File: src/rtl/mem_arb_pkg.sv
// Shared types for the IF/MEM memory port arbiter.
package mem_arb_pkg;

  // Upper bounds for the latched request fields; module widths must not exceed these.
  localparam int ARB_ADDR_W = 32;
  localparam int ARB_DATA_W = 32;
  localparam int ARB_BE_W   = ARB_DATA_W / 8;

  typedef enum logic [1:0] {
    IDLE   = 2'd0,
    BUSY_I = 2'd1,
    BUSY_D = 2'd2
  } arb_state_t;

  typedef struct packed {
    logic                  we;
    logic [ARB_BE_W-1:0]   be;
    logic [ARB_ADDR_W-1:0] addr;
    logic [ARB_DATA_W-1:0] wdata;
  } mem_req_t;

  function automatic logic [ARB_BE_W-1:0] full_be(input int n);
    logic [ARB_BE_W-1:0] be;
    for (int i = 0; i < ARB_BE_W; i++) be[i] = (i < n);
    return be;
  endfunction

endpackage

File: src/rtl/arb_starve_ctr.sv
// Saturating count of data grants made while a fetch is waiting.
module arb_starve_ctr #(
  parameter int STARVE_LIMIT = 4,
  parameter int CNT_W        = (STARVE_LIMIT > 0) ? $clog2(STARVE_LIMIT + 1) : 1
) (
  input  logic             clk,
  input  logic             reset,
  input  logic             inc,
  input  logic             clr,
  output logic             sat,
  output logic [CNT_W-1:0] cnt
);

  logic [CNT_W-1:0] cnt_q, cnt_d;

  always_comb begin
    sat   = (cnt_q == CNT_W'(STARVE_LIMIT));
    cnt_d = cnt_q;
    if (clr)             cnt_d = '0;
    else if (inc && !sat) cnt_d = cnt_q + CNT_W'(1);
  end

  always_ff @(posedge clk) begin
    if (reset) cnt_q <= '0;
    else       cnt_q <= cnt_d;
  end

  assign cnt = cnt_q;

endmodule

File: src/rtl/mem_port_arbiter.sv
// Shares one single-port memory between instruction fetch and load/store,
// one latched request at a time with a req/ack handshake to memory.
module mem_port_arbiter
  import mem_arb_pkg::*;
#(
  parameter int ADDR_W       = 32,
  parameter int DATA_W       = 32,
  parameter int STARVE_LIMIT = 4
) (
  input  logic                clk,
  input  logic                reset,
  input  logic                i_req,
  input  logic [ADDR_W-1:0]   i_addr,
  input  logic                i_kill,
  output logic [DATA_W-1:0]   i_rdata,
  output logic                i_ready,
  output logic                i_stall,
  input  logic                d_req,
  input  logic                d_we,
  input  logic [DATA_W/8-1:0] d_be,
  input  logic [ADDR_W-1:0]   d_addr,
  input  logic [DATA_W-1:0]   d_wdata,
  output logic [DATA_W-1:0]   d_rdata,
  output logic                d_ready,
  output logic                d_stall,
  output logic                m_req,
  output logic                m_we,
  output logic [DATA_W/8-1:0] m_be,
  output logic [ADDR_W-1:0]   m_addr,
  output logic [DATA_W-1:0]   m_wdata,
  input  logic                m_ack,
  input  logic [DATA_W-1:0]   m_rdata
);

  localparam int BE_W  = DATA_W / 8;
  localparam int CNT_W = (STARVE_LIMIT > 0) ? $clog2(STARVE_LIMIT + 1) : 1;

  arb_state_t       state_q, state_d;
  mem_req_t         req_q, req_d;
  logic             killed_q, killed_d;
  logic             idle, grant_d, grant_i;
  logic             starve_inc, starve_clr, starve_sat;
  logic [CNT_W-1:0] starve_cnt;

  arb_starve_ctr #(.STARVE_LIMIT(STARVE_LIMIT), .CNT_W(CNT_W)) u_starve (
    .clk   (clk),
    .reset (reset),
    .inc   (starve_inc),
    .clr   (starve_clr),
    .sat   (starve_sat),
    .cnt   (starve_cnt)
  );

  always_comb begin
    idle     = (state_q == IDLE);
    // Data wins unless it has already taken STARVE_LIMIT grants past a waiting fetch.
    grant_d  = idle && d_req && (!starve_sat || !i_req);
    grant_i  = idle && !grant_d && i_req && !i_kill;
    state_d  = state_q;
    req_d    = req_q;
    killed_d = killed_q;
    case (state_q)
      IDLE: begin
        if (grant_d) begin
          state_d                 = BUSY_D;
          req_d                   = '0;
          req_d.we                = d_we;
          req_d.be[BE_W-1:0]      = d_be;
          req_d.addr[ADDR_W-1:0]  = d_addr;
          req_d.wdata[DATA_W-1:0] = d_wdata;
        end else if (grant_i) begin
          state_d                = BUSY_I;
          req_d                  = '0;
          req_d.be               = full_be(BE_W);
          req_d.addr[ADDR_W-1:0] = i_addr;
        end
      end
      BUSY_I: begin
        if (m_ack) begin
          state_d  = IDLE;
          killed_d = 1'b0;
        end else if (i_kill) begin
          killed_d = 1'b1;
        end
      end
      BUSY_D: if (m_ack) state_d = IDLE;
      default: state_d = IDLE;
    endcase
  end

  assign starve_inc = grant_d && i_req;
  assign starve_clr = grant_i || (idle && !i_req);

  always_ff @(posedge clk) begin
    if (reset) begin
      state_q  <= IDLE;
      req_q    <= '0;
      killed_q <= 1'b0;
    end else begin
      state_q  <= state_d;
      req_q    <= req_d;
      killed_q <= killed_d;
    end
  end

  // A kill arriving with the ack still discards the fetch.
  assign i_ready = !reset && (state_q == BUSY_I) && m_ack && !killed_q && !i_kill;
  assign d_ready = !reset && (state_q == BUSY_D) && m_ack;
  assign i_rdata = m_rdata;
  assign d_rdata = m_rdata;
  assign i_stall = i_req && !i_ready;
  assign d_stall = d_req && !d_ready;

  assign m_req   = (state_q != IDLE);
  assign m_we    = req_q.we;
  assign m_be    = req_q.be[BE_W-1:0];
  assign m_addr  = req_q.addr[ADDR_W-1:0];
  assign m_wdata = req_q.wdata[DATA_W-1:0];

endmodule

File: config.mk
export PLATFORM = sky130hd
export DESIGN_NAME = mem_port_arbiter
export DESIGN_NICKNAME = d
export VERILOG_FILES = /design/src/rtl/mem_arb_pkg.sv /design/src/rtl/arb_starve_ctr.sv /design/src/rtl/mem_port_arbiter.sv
export SDC_FILE = /design/constraint.sdc
export NUM_CORES = 1
export LEC_CHECK = 0
export CAP_MARGIN = 15
export CORE_AREA = 2 2 107 109
export DETAILED_ROUTE_END_ITERATION = 6
export DIE_AREA = 0 0 109 111
export MAX_ROUTING_LAYER = met4
export PLACE_DENSITY = 0.8
export SLEW_MARGIN = 20
export SYNTH_ARGS = -nofsm -noshare
export SYNTH_HDL_FRONTEND = slang
export SYNTH_SLANG_ARGS = --single-unit
File: constraint.sdc
create_clock -name clk -period 2.4 [get_ports clk]
set_clock_uncertainty 0.15 [all_clocks]
set_input_delay 0.48 -clock clk [delete_from_list [all_inputs] [get_ports clk]]
set_output_delay 0.48 -clock clk [all_outputs]
set_load 0.02 [all_outputs]
==> impl_metrics.env <==
export IMPL_ioPinCount=277
export IMPL_cts_buffer_depth=2
export IMPL_yosysTopAreaCellShare_pct=41.4
export IMPL_layout_drive_gt1_share_pct=10.2
export IMPL_finalHoldViolCount=0
export IMPL_min_path_type="reg2reg"
export IMPL_cts_sinks=75
export IMPL_synth_seq_cells=75
export IMPL_cp_slowest_cell="clkdlybuf4s50_1"
export IMPL_first_global_vias=3478
export IMPL_design_die_area_sq_um=12100
export IMPL_route_detailed_drc=0
export IMPL_cts_setup_buffers=0
export IMPL_startpoint="m_ack"
export IMPL_clock_latency_ns=0.33
export IMPL_htree_levels=3
export IMPL_via_count=3369
export IMPL_start_util_pct=32.7
export IMPL_hp_start="m_wdata[27]$_SDFFE_PP0P_"
export IMPL_finalMaxSlewViolations=0
export IMPL_path_delay_family="buffers and inverters"
export IMPL_fmax_mhz=427
export IMPL_cts_root_buffer="clkbuf_16"
export IMPL_viasPerCell=4.95
export IMPL_timing_hold_ws_ns=0.344
export IMPL_crit_type="in2out"
export IMPL_place_area_sq_um=5100
export IMPL_rr_startpoint="state_q[0]$_SDFFE_PP0P_"
export IMPL_cts_made_buffers=9
export IMPL_ant_nets=0
export IMPL_cp_end_kind="output port"
export IMPL_globalplace_congestion=0.752
export IMPL_synth_warning_count=0
export IMPL_fin_crit_sh_pct=97.5
export IMPL_synthArstFlopShare_pct=0
export IMPL_critPathMaxStageDelay_ns=0.48
export IMPL_die_h_um=111
export IMPL_dp_hpwl_um=7390
export IMPL_drt_iter0_markers=191
export IMPL_yosysTopAreaCell="dfxtp_1"
export IMPL_grt_max_degree=74
export IMPL_rows=39
export IMPL_path_cells="clkdlybuf4s50_1 > nor2b_2 > and3_4 > nor2b_1 > dlygate4sd2_1"
export IMPL_syn_nets=565
export IMPL_finalCriticalPeriod_ns=2.34
export IMPL_yosys_top_cells_area="dfxtp_1 41%, buf_4 14%, nor2_1 8.1%"
export IMPL_tritoncts="done"
export IMPL_fill_cells=1005
export IMPL_overflow=0
export IMPL_critPathMaxFanout=2
export IMPL_placement_io_buffers=180
export IMPL_grt_usage_pct=17.2
export IMPL_slew_headroom_pct=42.3
export IMPL_rsz0062_at_grt="false"
export IMPL_grt_pass1_wl_um=16300
export IMPL_dieWidth_um=109
export IMPL_worstMarginPinSlew_ns=0.866
export IMPL_start_kind="input port"
export IMPL_path_clk_slew_ns=0.06
export IMPL_antenna_found_initial=0
export IMPL_worstPathArrival_ns=1.71
export IMPL_synthFlopType="dfxtp_1"
export IMPL_synth_cell_types=31
export IMPL_p_leak_nw=2.09
export IMPL_synth_area_sq_um=3630
export IMPL_p_per_area_nw_per_um2=727
export IMPL_vdd_drop_max_uv=339
export IMPL_tns_ns=0
export IMPL_first_pass_iters=4
export IMPL_syn_to_final_growth_pct=49.0
export IMPL_synth_common_cells="78 x nor2_1, 75 x dfxtp_1, 67 x nand2_1"
export IMPL_synthCells=421
export IMPL_fin_area_sq_um=5400
export IMPL_diodes=0
export IMPL_coreArea_sq_um=11100
export IMPL_maxCapViolations=0
export IMPL_nets=676
export IMPL_synth_area_per_cell_sq_um=8.62
export IMPL_final_setup_viol_count=0
export IMPL_cp_num_buf_inv=2
export IMPL_synth_most_common_cell="nor2_1"
export IMPL_critPathRequiredTime_ns=1.77
export IMPL_wl_um=10300
export IMPL_ys_seq_area_share_pct=41.4
export IMPL_status="completed"
export IMPL_synth_edf_count=0
export IMPL_wire_per_inst_um=15.1
-- metrics by stage --
step / instances / power [mW] / setup WS (ns) / utilization (%)
4_1_cts: 680 / 3.99 / 0.0124 / 48.7
2_1_floorplan: 421 / 2.24 / 0.588 / -
3_3_place_gp: 664 / 2.60 / -0.259 / 46.1
6_report: 680 / 3.93 / 0.0602 / 48.8
5_1_grt: 680 / 4.14 / 0.00765 / 48.8
3_5_place_dp: 664 / 2.64 / -0.270 / 46.1
-- power by group --
part,internal (mW),switching [mW]
registers,1.38,0.0728
logic,0.582,0.573
clock network,0.823,0.501
total,2.78,1.15
-- final cells by class --
class                           instances  area [sq um]  share of cell area [%]
Inverter                                5          18.8                   0.347
Sequential cell                        75          1500                    27.8
Tap cell                              143           179                    3.31
Clock buffer                           10           239                    4.42
Multi-Input combinational cell        247          1460                    27.0
Clock inverter                          6          55.1                    1.02
Timing Repair Buffer                  194          1950                    36.1
-- logic make-up after synthesis --
group           count (synthesis)  synth area share (%)
mux                             1                 0.276
fa+ha+maj                       5                  1.72
compound gates                 76                  19.5
buf+inv                        99                  18.6
flops                          75                  41.4
simple gates                  164                  18.3
xor+xnor                        1                 0.242
-- final timing paths --
kind                                            endpoint  slack, ns  cells past startpoint
worst max register to register    m_addr[2]$_SDFFE_PP0P_       0.36                      7
worst max-delay path                             i_stall       0.06                      5
worst min register to register  m_wdata[27]$_SDFFE_PP0P_       0.34                      2
worst min-delay path            m_wdata[27]$_SDFFE_PP0P_       0.34                      2
-- state kept, by name, indices dropped and copies added (netlist names) --
name and count:
m_we 1, m_addr 32, m_wdata 32, u_starve.cnt 3
m_be 4, state_q 2, killed_q 1
-- cells in the final DEF (no fill, tap or decap), drive strengths merged, types with 2 or more instances in the layout --
master / Yosys / routed
clkdlybuf4s50: 0 / 174
nor2: 78 / 78
dfxtp: 75 / 75
nand2: 68 / 68
a22oi: 34 / 34
a311oi: 32 / 32
buf: 85 / 15
clkbuf: 9 / 10
inv: 5 / 5
ha: 5 / 5
clkinv: 0 / 5
nor3: 4 / 4
dlygate4sd2: 0 / 4
nor2b: 4 / 4
a211oi: 3 / 3
and2: 3 / 3
nand3: 3 / 3
a21oi: 3 / 3
and3: 2 / 2
-- tightest hold or removal path, stage by stage (launching register included) --
cell and delay [ns]:
dfxtp_1 0.32, a22oi_1 0.06, nor2_1 0.07
-- per-layer routing --
metal	vias to the layer above	part of all wire [%]	track usage (%)
li1	1589	-	-
met1	1567	39	18.6
met2	195	48	28.6
met3	18	12	5.82
met4	0	1.9	7.18
met5	-	0	-
-- repair_timing --
item                                    in CTS  in global routing
gates resized for setup                      5                  3
endpoints found under the setup margin       4                  4
hold buffers                                 0                  0
Note: power is estimated with default switching activity, not from simulation.
